[src/rtl/decoder_pkg.sv]
// decoder_pkg: 64b/66b block codes, XGMII characters, block types and receive FSM rules
package decoder_pkg;
  localparam logic [1:0] SYNC_DATA = 2'b01;
  localparam logic [1:0] SYNC_CTRL = 2'b10;
  localparam logic [7:0] BT_C = 8'h1E;
  localparam logic [7:0] BT_O = 8'h4B;
  localparam logic [7:0] BT_S = 8'h78;
  localparam logic [7:0] BT_T [8] = '{8'h87, 8'h99, 8'hAA, 8'hB4, 8'hCC, 8'hD2, 8'hE1, 8'hFF};
  localparam logic [6:0] CC_I = 7'h00;
  localparam logic [6:0] CC_E = 7'h1E;
  localparam logic [7:0] CH_I = 8'h07;
  localparam logic [7:0] CH_E = 8'hFE;
  localparam logic [7:0] CH_S = 8'hFB;
  localparam logic [7:0] CH_T = 8'hFD;
  localparam logic [7:0] CH_O = 8'h9C;
  typedef enum logic [2:0] {RX_INIT = 3'd0, RX_C = 3'd1, RX_D = 3'd2, RX_T = 3'd3, RX_E = 3'd4} rx_state_e;
  typedef enum logic [2:0] {BLK_D, BLK_C, BLK_S, BLK_T, BLK_E} blk_type_e;
  function automatic logic [3:0] term_k(input logic [7:0] bt);
    term_k = 4'd0;
    for (int k = 0; k < 8; k++)
      if (bt == BT_T[k]) term_k = {1'b1, 3'(k)};
  endfunction
  function automatic rx_state_e rx_next(input rx_state_e s, input blk_type_e t, input blk_type_e tn);
    logic t_ok;
    t_ok = t == BLK_T && (tn == BLK_C || tn == BLK_S);
    if (s == RX_D) rx_next = t == BLK_D ? RX_D : t_ok ? RX_T : RX_E;
    else if (s == RX_E) rx_next = t == BLK_C ? RX_C : t == BLK_D ? RX_D : t_ok ? RX_T : RX_E;
    else rx_next = t == BLK_C ? RX_C : t == BLK_S ? RX_D : RX_E;
  endfunction
endpackage

[src/rtl/decoder_block_classifier.sv]
// decoder_block_classifier: classifies one 66b block and decodes its lanes/ctrl flags
module decoder_block_classifier
  import decoder_pkg::*;
(
  input  logic [65:0] blk,
  output blk_type_e   typ,
  output logic [63:0] data,
  output logic [7:0]  ctrl
);
  logic [63:0] p;
  logic [7:0] bt;
  logic [3:0] tk;
  logic c_ok;
  logic [63:0] c_data;
  logic [63:0] t_src;
  logic [63:0] t_data;
  assign p = blk[63:0];
  assign bt = p[63:56];
  assign tk = term_k(bt);
  assign t_src = {p[55:0], CH_I};
  always_comb begin
    c_ok = 1'b1;
    c_data = '0;
    for (int i = 0; i < 8; i++) begin
      c_data[63-8*i -: 8] = p[55-7*i -: 7] == CC_E ? CH_E : CH_I;
      if (p[55-7*i -: 7] != CC_I && p[55-7*i -: 7] != CC_E) c_ok = 1'b0;
    end
  end
  always_comb begin
    t_data = {8{CH_I}};
    for (int i = 0; i < 8; i++)
      t_data[63-8*i -: 8] = i < int'(tk[2:0]) ? t_src[63-8*i -: 8] : i == int'(tk[2:0]) ? CH_T : CH_I;
  end
  always_comb begin
    typ = BLK_E;
    data = {8{CH_E}};
    ctrl = 8'hFF;
    if (blk[65:64] == SYNC_DATA) begin
      typ = BLK_D;
      data = p;
      ctrl = 8'h00;
    end else if (blk[65:64] == SYNC_CTRL) begin
      if (bt == BT_C && c_ok) begin
        typ = BLK_C;
        data = c_data;
      end else if (bt == BT_O) begin
        typ = BLK_C;
        data = {CH_O, p[55:32], {4{CH_I}}};
        ctrl = 8'h8F;
      end else if (bt == BT_S) begin
        typ = BLK_S;
        data = {CH_S, p[55:0]};
        ctrl = 8'h80;
      end else if (tk[3]) begin
        typ = BLK_T;
        data = t_data;
        ctrl = 8'hFF >> tk[2:0];
      end
    end
  end
endmodule

[src/rtl/decoder_multiblock.sv]
// decoder_multiblock: N-block 64b/66b receive decoder with chained FSM, one-word lookahead and error counter
module decoder_multiblock
  import decoder_pkg::*;
#(
  parameter int N_BLOCKS      = 2,
  parameter int NB_DATA_CODED = 66,
  parameter int NB_DATA_RAW   = 64,
  parameter int NB_CTRL       = 8,
  parameter int NB_ERR_CNT    = 16
) (
  input  logic                              i_clock,
  input  logic                              i_reset,
  input  logic                              i_enable,
  input  logic                              i_valid,
  input  logic [N_BLOCKS*NB_DATA_CODED-1:0] i_data,
  input  logic                              i_clear_err,
  output logic                              o_valid,
  output logic [N_BLOCKS*NB_DATA_RAW-1:0]   o_data,
  output logic [N_BLOCKS*NB_CTRL-1:0]       o_ctrl,
  output logic [2:0]                        o_fsm_state,
  output logic [N_BLOCKS-1:0]               o_err_blocks,
  output logic [NB_ERR_CNT-1:0]             o_err_count
);
  logic [N_BLOCKS*NB_DATA_CODED-1:0] held;
  logic held_valid;
  rx_state_e state;
  rx_state_e s_chain;
  logic [(N_BLOCKS+1)*NB_DATA_CODED-1:0] blocks;
  blk_type_e typ [N_BLOCKS+1];
  logic [NB_DATA_RAW-1:0] dec_data [N_BLOCKS+1];
  logic [NB_CTRL-1:0] dec_ctrl [N_BLOCKS+1];
  logic [N_BLOCKS*NB_DATA_RAW-1:0] nx_data;
  logic [N_BLOCKS*NB_CTRL-1:0] nx_ctrl;
  logic [N_BLOCKS-1:0] nx_err;
  logic accept;
  logic fire;
  logic [NB_ERR_CNT-1:0] cnt_base;
  logic [NB_ERR_CNT:0] cnt_sum;
  logic [NB_ERR_CNT-1:0] cnt_next;
  assign accept = i_enable & i_valid;
  assign fire = accept & held_valid;
  assign blocks = {i_data[NB_DATA_CODED-1:0], held};
  assign o_fsm_state = state;
  genvar b;
  for (b = 0; b <= N_BLOCKS; b++) begin : g_cls
    decoder_block_classifier u_cls (
      .blk  (blocks[b*NB_DATA_CODED +: NB_DATA_CODED]),
      .typ  (typ[b]),
      .data (dec_data[b]),
      .ctrl (dec_ctrl[b])
    );
  end
  always_comb begin
    s_chain = state;
    nx_data = '0;
    nx_ctrl = '0;
    nx_err = '0;
    for (int i = 0; i < N_BLOCKS; i++) begin
      s_chain = rx_next(s_chain, typ[i], typ[i+1]);
      nx_err[i] = s_chain == RX_E;
      nx_data[i*NB_DATA_RAW +: NB_DATA_RAW] = nx_err[i] ? {8{CH_E}} : dec_data[i];
      nx_ctrl[i*NB_CTRL +: NB_CTRL] = nx_err[i] ? 8'hFF : dec_ctrl[i];
    end
  end
  assign cnt_base = i_clear_err ? '0 : o_err_count;
  assign cnt_sum = {1'b0, cnt_base} + (NB_ERR_CNT+1)'(fire ? $countones(nx_err) : 0);
  assign cnt_next = cnt_sum[NB_ERR_CNT] ? '1 : cnt_sum[NB_ERR_CNT-1:0];
  always_ff @(posedge i_clock or negedge i_reset) begin
    if (!i_reset) begin
      held <= '0;
      held_valid <= 1'b0;
      state <= RX_INIT;
      o_valid <= 1'b0;
      o_data <= '0;
      o_ctrl <= '0;
      o_err_blocks <= '0;
      o_err_count <= '0;
    end else if (i_enable) begin
      o_valid <= fire;
      o_err_count <= cnt_next;
      if (accept) begin
        held <= i_data;
        held_valid <= 1'b1;
      end
      if (fire) begin
        state <= s_chain;
        o_data <= nx_data;
        o_ctrl <= nx_ctrl;
        o_err_blocks <= nx_err;
      end
    end
  end
endmodule

[config.mk]
export PLATFORM = sky130hd
export DESIGN_NAME = decoder_multiblock
export DESIGN_NICKNAME = d
export VERILOG_FILES = /design/src/rtl/decoder_pkg.sv /design/src/rtl/decoder_block_classifier.sv /design/src/rtl/decoder_multiblock.sv
export SDC_FILE = /design/constraint.sdc
export NUM_CORES = 1
export LEC_CHECK = 0
export CAP_MARGIN = 20
export CORE_MARGIN = 4
export CORE_UTILIZATION = 56
export CTS_CLUSTER_DIAMETER = 120
export DETAILED_ROUTE_END_ITERATION = 8
export PLACE_DENSITY_LB_ADDON = 0.1
export SLEW_MARGIN = 10
export SYNTH_ARGS = -nofsm -noshare
export SYNTH_HDL_FRONTEND = slang
export SYNTH_HIERARCHICAL = 1
export SYNTH_SLANG_ARGS = --single-unit
[constraint.sdc]
create_clock -name i_clock -period 6.8 [get_ports i_clock]
set_input_delay 1.36 -clock i_clock [delete_from_list [all_inputs] [get_ports i_clock]]
set_output_delay 1.36 -clock i_clock [all_outputs]
set_load 0.02 [all_outputs]
# --- Word-level counts from Yosys, hierarchy flattened ---
# Cells that the tools add are included.
word_totals:
  elab_cells: 352
  ff_bits: 299
op_classes:
  add_sub_neg: 2
  order_cmp: 14
  n_bitwise: 2
  n_shift: 2
  n_reduce_logical: 61
  eq_ne: 106
  mux: 157
op_table:
  columns: ["op", "count"]
  rows:
  - ["64-bit two-way mux", 14]
  - ["8-bit two-way mux", 60]
  - ["8-bit equality test (second input constant)", 24]
  - ["7-bit by 5-bit != test with 1-bit output (second input constant)", 24]
  - ["7-bit nonzero test", 24]
  - ["7-bit by 5-bit equality test with 1-bit output (second input constant)", 16]
  - ["3-bit two-way mux", 32]
  - ["4-bit two-way mux", 24]
  - ["8-bit by 7-bit equality test with 1-bit output (second input constant)", 6]
  - ["16-bit two-way mux", 2]
  - ["1-bit logical AND", 29]
  - ["3-bit equality test (first input constant)", 8]
  - ["8-bit by 5-bit equality test with 1-bit output (second input constant)", 3]
  - ["1-bit two-way mux", 24]
  - ["3-bit by 2-bit equality test with 1-bit output (second input constant)", 7]
  - ["3-bit less-than comparator (first input constant)", 6]
  - ["16-bit by 2-bit adder with 17-bit output", 1]
  - ["8-bit by 3-bit right shift with 8-bit output (first input constant)", 2]
  - ["2-bit by 3-bit equality test with 1-bit output (first input constant)", 4]
  - ["3-bit zero test", 4]
  - ["1-bit by 3-bit less-than comparator with 1-bit output (first input constant)", 4]
  - ["2-bit by 3-bit less-than comparator with 1-bit output (first input constant)", 4]
  - ["3-bit by 1-bit equality test with 1-bit output (second input constant)", 3]
  - ["3-bit equality test (second input constant)", 3]
  - ["8 further kinds", 16]

# --- Depth between registers and ports, before layout ---
depth:
  depth_word: 31
  ltp_mapped: 25

# --- Hierarchy ---
# Netlist, hierarchy kept.
modules_own_cells:
  columns: ["mod", "area_per_inst_um2", "cells_per_inst", "n_inst"]
  rows:
  - ["decoder_multiblock", 13262.7, 1190, 1]
  - ["decoder_block_classifier", 2239.6, 362, 3]

# --- Worst setup path before layout ---
# No wires, ideal clock.
synth_path:
  kind: "in2reg"
  startpoint: "input port i_data[36]"
  endpoint: "register o_err_count[3]"
  required_ps: 6734
  path_stages: 24
  slack_ps: 25
  arrival_ps: 6709
  cell_sequence: "or4_1 > a221oi_1 > nand3_1 > buf_2 > clkbuf_1 > nand3_1 > o22ai_1 > nand3b_1 > o22a_1 > a2111oi_0 > a31o_2 > buf_4 > buf_4 > nor2_1 > ha_1 > and2_1 > ha_1 > inv_1 > fa_1 > nand3b_1 > nor4_1 > nand4_1 > o21ai_0 > a22o_1"
synth_lines:
  columns: ["element", "line_no", "source"]
  rows:
  - ["start: declaration", "decoder_multiblock.sv:15", "input logic [N_BLOCKS*NB_DATA_CODED-1:0] i_data,"]
  - ["end signal: assignment", "decoder_multiblock.sv:80", "o_err_count <= cnt_next;"]
  - ["end: declaration", "decoder_multiblock.sv:22", "output logic [NB_ERR_CNT-1:0] o_err_count"]

==> impl_results.md <==
- R2r startpoint: held[44]
- Worst r2r path cells: 24
- Die Wd: between 150 and 200 um
- Post-layout util: 70.9%
- Clk sink count: ~300
- Pwr dens: 245 mW/mm^2
- Worst Slack Setup Final: 0.454 ns
- Port Buffer Count: between 300 and 400
- Post-DP HPWL: 46900 um
- CP endpoint kind: flip-flop
- HP Start: o_err_blocks[0]
- CP required: 7.26 ns
- Worst hold path type: reg2reg
- RSZ-0062 raised after global routing: no
- DRT antenna net count: 0
- Final setup violation count: 0
- Slew margin rel.: a little under a third
- CP Launch Type: input port
- DP Cell Count: 2617
- Initial antenna violation count: 1
- Worst-Margin Slew: 1.05 ns
- Crit Path Category: in2reg
- First-pass GRT wire length: approximately 100000 um
- Grt ovf: 0
- Overall routing resource usage: 35.4%
- Slew Viols, Final: 0
- CP Capture Point: o_err_count[6]
- Rows: 65
- Cts repair resizes: 0
- CORE AREA: 0.0319 sq mm
- Clk Latency, worst-skew pair: about 0.58 ns
- Clk root buf: clkbuf_16
- Status: finished, final reports clean
- H-tree levels: 1
- Vias: 17600
- Vias in the first global route: 16800
- MaxCap Viol Count: 0
- Final period utilization: between 90 and 100%
- Pre-Repair DR Iteration Count: 7
- Post-synthesis cell area: 0.0183 sq mm
- Routed vias/inst: 6.61
- Final hold viol count: 0
- Mapped Avg Cell Area: 9.17 sq um
- Clock transition at path regs: 0.06 ns
- Syn. warnings: 6
- Setup TNS Final: 0 ns
- Setup Skew: 0.00925 ns
- Hold path depth: 2
- Total wire length: 64800 um
- Remaining DRCs: 0
- Detailed Route Iter0 Violations: 2149
- Syn_nets: 2139
- Clock buffer depth: 3
- Syn Inst Count: 1998
- Setup WS pre-CTS: -0.182 ns
- CTS Buf Count: 30
- WL/cell: 24.3 um
- Setup repair bufs after CTS: 0
- Period minus WS final: 6.35 ns
- Starting Density: 57.5%
- Layout Nets: 2355
- Hold Buf Count CTS: 0
- Worst VDD drop: 0.000236 V
- Share of cells above drive strength 1: roughly 15%
- CP Max Fanout: 8
- Antenna Cells: 0
- Die H: 189 um
- Worst r2r dst: o_err_count[6]
- Crit path from: i_data[36]
- I/O pin cnt: 303
- CTS tree: done
- Flop2flop setup slack: 0.74 ns
- Leakage: 8.59 nW
- Die footprint: 0.0357 sq mm
- Max Freq: around 160 MHz
- Final std cells w/o fill: 2669
- Worst EP arrival: 6.80 ns
- P&R area growth vs syn: 23.4%
- Hold WS: 0.479 ns
- GPL Wtd Cong: roughly 1.0
- Largest net degree at the start of global routing: 161
metal layers:
layer,routed length (um),vias to the layer above,share of wire (%),track usage (%)
met5,0,-,0,0
met4,2820,0,4.4,12.7
met3,5840,178,9.0,6.54
met2,29600,966,46,55.4
met1,26600,8651,41,49.7
li1,-,7853,-,-
worst max-delay path: stages:
cell and delay, ns:
clkdlybuf4s50_1 0.46, or4_1 0.63, a221oi_1 0.45, nand3_1 0.22
and3_1 0.22, a21boi_0 0.13, xnor2_1 0.18, o22a_1 0.19
a2111oi_0 0.36, buf_4 0.18, a31o_2 0.11, nor2_1 0.09
ha_1 0.28, and2_1 0.11, ha_1 0.16, inv_1 0.06
fa_1 0.45, nand3b_1 0.19, nor4_1 0.24, buf_4 0.19
and4_1 0.19, nand2_1 0.19, o311ai_0 0.15
flip-flops by register name, indices dropped and copies added, names as in the netlist:
signal	cells
held	132
held_valid	1
o_ctrl	16
o_data	128
o_err_blocks	2
o_err_count	16
o_fsm_state	3
o_valid	1
worst min path at each step:
stage                            endpoint
after floorplan                held_valid
after global placement    o_err_blocks[0]
after detailed placement       o_data[40]
after CTS                      o_data[40]
after global routing           o_data[40]
final                     o_err_blocks[0]
power breakdown:
group	total (mW)	switching [mW]	internal (mW)
Sequential	2.25	0.271	1.98
Clock	1.76	0.715	1.04
Combinational	1.54	0.919	0.618
final cells by class:
class,count,area [sq um]
Multi-Input combinational cell,1484,9960
Sequential cell,299,7480
Timing Repair Buffer,353,3420
Clock inverter,9,148
Fill cell,2484,9270
Clock buffer,43,881
Tap cell,435,544
Inverter,46,173
layout by cell type (no fill, tap or decap), drive strengths merged, types with 8 or more instances in the layout:
master         count
mux2             134
and3              13
or4               10
a31oi             30
and4bb             9
nand2            124
nand2b            26
o211a             14
o211ai            33
dfrtp            299
nor3              33
inv               46
clkdlybuf4s50    301
o22a              14
nor2             383
a22oi             10
nand4bb           14
a211oi            80
a21oi            138
nor2b             13
o32a               9
nand4             18
o22ai             15
a21o              22
clkbuf            43
nand3             32
a2111oi           67
o21ai             56
buf               52
nor3b              8
and4              30
o221a             20
nor4              35
a2111o             8
stage by stage:
step                area, sq um  total power [mW]
floorplan                 18300              3.11
global placement          21600              3.74
detailed placement        21600              3.77
CTS                       22600              5.52
global route              22600              5.76
finish                    22600              5.54
Note: power is estimated with default switching activity, not from simulation.
